$ cat src/rtl/and_unit_arbiter.sv
// ---------------------------------------------------------------------------
// and_unit_arbiter
//
// Purpose:
//   Lets NUM_REQ requesters share one external combinational AND datapath
//   (and_4bit). A round-robin arbiter picks a requester. Its operands are
//   registered onto op_a/op_b, and the datapath result on op_c is captured.
//   The result is returned on a single response channel, tagged with the
//   requester id. Every result is also compared against an internal A&B.
//   A sticky flag and a saturating counter record any disagreement.
//
// Ports:
//   clk        in   clock, rising edge
//   rst_n      in   asynchronous active-low reset
//   req_valid  in   [NUM_REQ]        per-requester request valid
//   req_ready  out  [NUM_REQ]        per-requester accept (one-hot or zero)
//   req_a      in   [NUM_REQ*WIDTH]  operand A, requester i at [i*WIDTH +: WIDTH]
//   req_b      in   [NUM_REQ*WIDTH]  operand B, same packing
//   op_a       out  [WIDTH]          to datapath A
//   op_b       out  [WIDTH]          to datapath B
//   op_c       in   [WIDTH]          from datapath C
//   rsp_valid  out                   response valid
//   rsp_ready  in                    response consumer ready
//   rsp_id     out  [ID_W]           owner of the response
//   rsp_data   out  [WIDTH]          captured datapath result
//   chk_err    out                   sticky datapath-mismatch flag
//   err_count  out  [ERR_W]          saturating mismatch count
//   busy       out                   FSM not idle
// ---------------------------------------------------------------------------
module and_unit_arbiter #(
    parameter int unsigned NUM_REQ = 4,
    parameter int unsigned WIDTH   = 4,
    parameter int unsigned ID_W    = 2,
    parameter int unsigned ERR_W   = 8
) (
    input  logic                       clk,
    input  logic                       rst_n,
    input  logic [NUM_REQ-1:0]         req_valid,
    output logic [NUM_REQ-1:0]         req_ready,
    input  logic [NUM_REQ*WIDTH-1:0]   req_a,
    input  logic [NUM_REQ*WIDTH-1:0]   req_b,
    output logic [WIDTH-1:0]           op_a,
    output logic [WIDTH-1:0]           op_b,
    input  logic [WIDTH-1:0]           op_c,
    output logic                       rsp_valid,
    input  logic                       rsp_ready,
    output logic [ID_W-1:0]            rsp_id,
    output logic [WIDTH-1:0]           rsp_data,
    output logic                       chk_err,
    output logic [ERR_W-1:0]           err_count,
    output logic                       busy
);

    typedef enum logic [1:0] {
        IDLE = 2'd0,
        EXEC = 2'd1,
        RESP = 2'd2
    } state_e;

    state_e             state_q,      state_d;
    logic [ID_W-1:0]    last_grant_q, last_grant_d;
    logic [WIDTH-1:0]   op_a_q,       op_a_d;
    logic [WIDTH-1:0]   op_b_q,       op_b_d;
    logic               rsp_valid_q,  rsp_valid_d;
    logic [ID_W-1:0]    rsp_id_q,     rsp_id_d;
    logic [WIDTH-1:0]   rsp_data_q,   rsp_data_d;
    logic               chk_err_q,    chk_err_d;
    logic [ERR_W-1:0]   err_count_q,  err_count_d;

    logic               grant_found;
    logic [ID_W-1:0]    grant_idx;
    logic [ID_W-1:0]    scan_id;
    logic [WIDTH-1:0]   sel_a;
    logic [WIDTH-1:0]   sel_b;

    // Round-robin scan starting just after the last winner. The first valid
    // requester found in that rotated order wins.
    always_comb begin
        grant_found = 1'b0;
        grant_idx   = '0;
        scan_id     = '0;
        for (int unsigned k = 1; k <= NUM_REQ; k++) begin
            scan_id = ID_W'((32'(last_grant_q) + k) % NUM_REQ);
            if (!grant_found && req_valid[scan_id]) begin
                grant_found = 1'b1;
                grant_idx   = scan_id;
            end
        end
    end

    assign sel_a = req_a[grant_idx*WIDTH +: WIDTH];
    assign sel_b = req_b[grant_idx*WIDTH +: WIDTH];

    always_comb begin
        req_ready = '0;
        if (state_q == IDLE && grant_found) begin
            req_ready[grant_idx] = 1'b1;
        end
    end

    always_comb begin
        state_d      = state_q;
        last_grant_d = last_grant_q;
        op_a_d       = op_a_q;
        op_b_d       = op_b_q;
        rsp_valid_d  = rsp_valid_q;
        rsp_id_d     = rsp_id_q;
        rsp_data_d   = rsp_data_q;
        chk_err_d    = chk_err_q;
        err_count_d  = err_count_q;

        case (state_q)
            IDLE: begin
                if (grant_found) begin
                    op_a_d       = sel_a;
                    op_b_d       = sel_b;
                    rsp_id_d     = grant_idx;
                    last_grant_d = grant_idx;
                    state_d      = EXEC;
                end
            end
            EXEC: begin
                rsp_data_d  = op_c;
                rsp_valid_d = 1'b1;
                state_d     = RESP;
                // The case-inequality treats any X/Z on op_c as a mismatch.
                if (op_c !== (op_a_q & op_b_q)) begin
                    chk_err_d = 1'b1;
                    if (err_count_q != '1) begin
                        err_count_d = err_count_q + ERR_W'(1);
                    end
                end
            end
            RESP: begin
                if (rsp_ready) begin
                    rsp_valid_d = 1'b0;
                    state_d     = IDLE;
                end
            end
            default: state_d = IDLE;
        endcase
    end

    always_ff @(posedge clk or negedge rst_n) begin
        if (!rst_n) begin
            state_q      <= IDLE;
            last_grant_q <= ID_W'(NUM_REQ - 1);
            op_a_q       <= '0;
            op_b_q       <= '0;
            rsp_valid_q  <= 1'b0;
            rsp_id_q     <= '0;
            rsp_data_q   <= '0;
            chk_err_q    <= 1'b0;
            err_count_q  <= '0;
        end else begin
            state_q      <= state_d;
            last_grant_q <= last_grant_d;
            op_a_q       <= op_a_d;
            op_b_q       <= op_b_d;
            rsp_valid_q  <= rsp_valid_d;
            rsp_id_q     <= rsp_id_d;
            rsp_data_q   <= rsp_data_d;
            chk_err_q    <= chk_err_d;
            err_count_q  <= err_count_d;
        end
    end

    assign op_a      = op_a_q;
    assign op_b      = op_b_q;
    assign rsp_valid = rsp_valid_q;
    assign rsp_id    = rsp_id_q;
    assign rsp_data  = rsp_data_q;
    assign chk_err   = chk_err_q;
    assign err_count = err_count_q;
    assign busy      = (state_q != IDLE);

endmodule
$ cat config.mk
export PLATFORM = sky130hd
export DESIGN_NAME = and_unit_arbiter
export DESIGN_NICKNAME = d
export VERILOG_FILES = /design/src/rtl/and_unit_arbiter.sv
export SDC_FILE = /design/constraint.sdc
export NUM_CORES = 1
export LEC_CHECK = 0
export CAP_MARGIN = 20
export CORE_MARGIN = 2
export CORE_UTILIZATION = 37
export DETAILED_ROUTE_END_ITERATION = 7
export GPL_TIMING_DRIVEN = 0
export PLACE_DENSITY_LB_ADDON = 0.05
export REMOVE_ABC_BUFFERS = 1
export SKIP_CTS_REPAIR_TIMING = 1
export SYNTH_ARGS = -nofsm -noshare
export SYNTH_HDL_FRONTEND = slang
export SYNTH_SLANG_ARGS = --single-unit
$ cat constraint.sdc
create_clock -name clk -period 1.8 [get_ports clk]
set_input_delay 0.36 -clock clk [delete_from_list [all_inputs] [get_ports clk]]
set_output_delay 0.36 -clock clk [all_outputs]
set_load 0.02 [all_outputs]
==> run summary <==
The number of cells on the critical path was 7. The run gives 0.383 as the initial standard-cell utilization of the core. The met1 wire length is 1810 µm.

The run gives 292 µm as the length of routed met3 wiring. The critical path in this run is classified as input pin to output port. The final-report max-slew violation count was 0.

Vertical extent of the die: 68.2 µm. For the total power consumption of the routed design, the log shows 0.00403 W. The logs give 4640 µm² for the die outline area and 17 for the maximum number of pins on one net before global-route repair.

Summed over all nets, wire length on met2 after detailed routing comes to 2130 µm. Traced cell by cell, the critical path runs through clkdlybuf4s50_1, nor4_2, or2_4, inv_4, nand2_2, nor2_1, buf_4. The total of flip-flops plus latches after synthesis is 28. The run gives 0.553 as the remaining max-slew budget at the tightest pin. The run gives 1251 as the number of global-route vias before repair. The kind of cell with the highest combined delay on the critical path is buffers and inverters. IR analysis of the VDD net gives a maximum drop of 1.00 mV.

The total routing usage reported by global routing is 0.160. Half-perimeter wire length after detailed placement: 3100 µm. Synthesis produced 144 cells. Class of the tightest hold or removal check: input pin to register. Among all flip-flop cells after synthesis, the most frequent one is sky130_fd_sc_hd__dfrtp_1. Summing all non-filler instances in the final layout gives an area of 2580 µm². The count of antenna-violating nets left after detailed routing was 0. The slowest library cell on the worst path was sky130_fd_sc_hd__clkdlybuf4s50_1. The worst register-to-register path ends at op_b[1]. The logs give 0 for the final-report hold violation count and 0 for the number of antenna cells inserted. Layout filler cell count: 340. TritonCTS built the clock tree. The worst path arrival time came out at 1910 ps. Proportion of register bits with asynchronous set or reset after synthesis: 1.00. The tools report the master cell of the clock root buffer as sky130_fd_sc_hd__clkbuf_8.

The final reports fail on setup timing. The pin slew with the least headroom to its limit was 669 ps; the post-placement cell count was 262. Summed over all cells, the static leakage comes to 1.16 nW. The switching power as a share of total power is 0.403, and the design internal power is 0.00240 W.

In this run the worst path has a maximum fanout of 9. After detailed routing, the number of remaining DRC violations is 0. The flow ran to the end, but the final reports show violations. The synthesized netlist occupies a cell area of 1520 µm². The routed length per instance is 15.4 µm, and the fmax is 440 MHz.

The register area share after synthesis came out at 0.462. The longest clock path from root to sink contains 2 buffers. For the initial antenna violation count, the log shows 0.

The tools report the type of origin of the critical path as an input pin. The launch point of the worst reg-to-reg path is last_grant_q[1]. For this run, the number of Yosys warnings is 0. H-tree depth reported by CTS: 1. In this run the worst setup path begins at req_valid[2].

In this run the standard cell core region covers 3970 µm². The worst register-to-register path has a setup slack of -340 ps. The post-route worst setup slack was -472 ps; the sequential share of power was 0.298. The logs give 275 for the final cell count without fillers and 0.608 for the fraction of power consumed by combinational cells. The run gives 4250 µm as the routed wire length.

The first-pass GRT wire length came out at 5670 µm. The final estimated routing congestion in global placement was 0.720; the data required time at the worst endpoint was 1440 ps. The tools report the final setup violation count as 12.

The worst stage delay on the critical path works out to 620 ps. The cell area after placement was 2290 µm²; the clock period minus final worst setup slack was 2270 ps. Power spread over the standard cell area amounts to 1560 nW/µm².

In the final layout, flip-flops and latches occupy 703 µm². The average via count per standard cell works out to 5.00. The utilization of the core after routing is 0.649, and the post-synthesis cell type count is 41. TritonCTS created 3 clock buffers. Across the run, the number of max-cap violations was 0. The tools report the number of nets in the finished design as 270. The kind of end point of the critical path was an output port. Setup repair after global routing could not meet its margin everywhere. The logs give 0.094 for the clock share of power and 872 µm² for the area taken by multi-input logic gates. Measured in cells, the most critical reg-to-reg path has a length of 7. The clock slew at the register clock pins of the worst setup and hold paths works out to 90 ps. The number of buffers and inverters on the critical path works out to 3.

Measured along the x axis, the die boundary spans 68.2 µm. Clock tree synthesis found a total of 28 sinks. On the final layout, the worst clock skew is 1.41 ps. In this run the worst setup path terminates at req_ready[0]. Counting flops with a built-in enable in the synthesized netlist gives 0.

The analysis attributes to net switching a power of 0.00163 W. The ratio of cells with drive above 1 in the final layout came out at 0.227. The floorplan has 23 rows. I/O pin count: 72. The hold-critical path depth works out to 2. The relative area change from synthesis to final layout works out to 69.3%. The count of buffers added on input and output ports is 71.

The first detailed-routing pass ran for 3 iterations. For the later-pin clock latency in the skew report, the log shows 270 ps. Across all layers, the routed design uses 1376 vias. The top layer used by detailed routing was met4. The portion of the clock cycle consumed by the worst path in the final layout is 1.26. The leftover overflow at the end of global routing was 0; the worst setup slack after placement was -1370 ps.

For the number of DRC markers in iteration 0, the log shows 58. Each instance of the synthesized netlist takes up on average 10.6 µm².
## placed cells by master (no fill, tap or decap), drive strengths merged, types with 2 or more instances in the layout
cell	count
clkdlybuf4s50	60
dfrtp	26
nand2	17
mux2i	16
buf	13
nor2	9
o221ai	8
dlymetal6s2s	7
a21oi	7
mux2	7
inv	6
clkbuf	6
xnor2	5
and3	4
nand3	3
nand4	3
nand2b	3
nor4	2
o21ai	2
dfstp	2
or2	2
o21bai	2
a211oi	2
## metal layers
| metal | track usage | vias up |
|---|---|---|
| met5 | 0 | - |
| met4 | 0.0450 | 0 |
| met3 | 0.0362 | 2 |
| met2 | 0.272 | 41 |
| met1 | 0.205 | 647 |
| li1 | - | 686 |
## worst reg2reg max path, cell delays in order (launching register included)
cell                       delay, ps
sky130_fd_sc_hd__dfstp_2         600
sky130_fd_sc_hd__mux2_4          310
sky130_fd_sc_hd__a32o_2          260
sky130_fd_sc_hd__a21oi_4         200
sky130_fd_sc_hd__buf_6           150
sky130_fd_sc_hd__buf_12          130
sky130_fd_sc_hd__mux2i_2         250
sky130_fd_sc_hd__o221ai_2        110
## logic make-up (layout without fill, tap and decap cells)
family	after synthesis	in the layout	share of synthesized area
XOR/XNOR	6	6	0.0345
AND/OR/NAND/NOR	46	46	0.146
flip-flops	28	28	0.462
AO/OA/AOI/OAI	29	29	0.145
adder cells (fa/ha/maj)	1	1	0.00822
multiplexers	23	23	0.159
buffers and inverters	11	92	0.0444
## stage by stage
| stage | setup TNS (ps) | hold WS, ps |
|---|---|---|
| 6_report | -4290 | 399 |
| 5_1_grt | -5130 | 390 |
| 4_1_cts | -10160 | 489 |
| 3_5_place_dp | -15530 | 465 |
| 3_3_place_gp | -18810 | 461 |
| 2_1_floorplan | -5980 | 64.4 |
## synth_stat cells (2+ instances only)
master                      n  area, µm²
sky130_fd_sc_hd__a21oi_1    6       30.0
sky130_fd_sc_hd__and3_1     4       25.0
sky130_fd_sc_hd__buf_2      2       10.0
sky130_fd_sc_hd__dfrtp_1   26        651
sky130_fd_sc_hd__dfstp_2    2       52.6
sky130_fd_sc_hd__inv_1      5       18.8
sky130_fd_sc_hd__mux2_2     6       67.6
sky130_fd_sc_hd__mux2i_1   16        160
sky130_fd_sc_hd__nand2_1   17       63.8
sky130_fd_sc_hd__nand2b_1   3       18.8
sky130_fd_sc_hd__nand3_1    3       15.0
sky130_fd_sc_hd__nand4_1    3       18.8
sky130_fd_sc_hd__nor2_1     9       33.8
sky130_fd_sc_hd__nor4_1     2       12.5
sky130_fd_sc_hd__o21ai_0    2       10.0
sky130_fd_sc_hd__o21bai_1   2       15.0
sky130_fd_sc_hd__o221ai_1   8       70.1
sky130_fd_sc_hd__xnor2_1    5       43.8
## layout make-up
type                            count  share of cell area
Multi-Input combinational cell    105               0.338
Timing Repair Buffer               82               0.333
Sequential cell                    28               0.273
Tap cell                           50              0.0243
Clock buffer                        4              0.0214
Inverter                            6             0.00971
## worst min-delay path by stage
stage,start,to,slack [ps]
global placement,state_q[1],rsp_valid,460
finish,op_c[0],rsp_data[0],400
detailed placement,chk_err,chk_err,460
global route,op_c[0],rsp_data[0],390
CTS,chk_err,chk_err,490
floorplan,rst_n,chk_err,60
## flip-flops by register name (all words and copies together) (netlist names)
register      cells
err_count         8
op_a              4
op_b              4
rsp_data          4
last_grant_q      2
rsp_id            2
state_q           2
chk_err           1
rsp_valid         1
## power by group through the flow
| stage | combinational (W) | sequential, W | clock [W] |
|---|---|---|---|
| 4_1_cts | 0.00208 | 0.00120 | 0.000398 |
| 3_3_place_gp | 0.00202 | 0.00119 | 0 |
| 2_1_floorplan | 0.000899 | 0.00145 | 0 |
| 3_5_place_dp | 0.00206 | 0.00122 | 0 |
| 5_1_grt | 0.00262 | 0.00125 | 0.000423 |
| 6_report | 0.00245 | 0.00120 | 0.000378 |
Power figures use the tool's default switching activity.
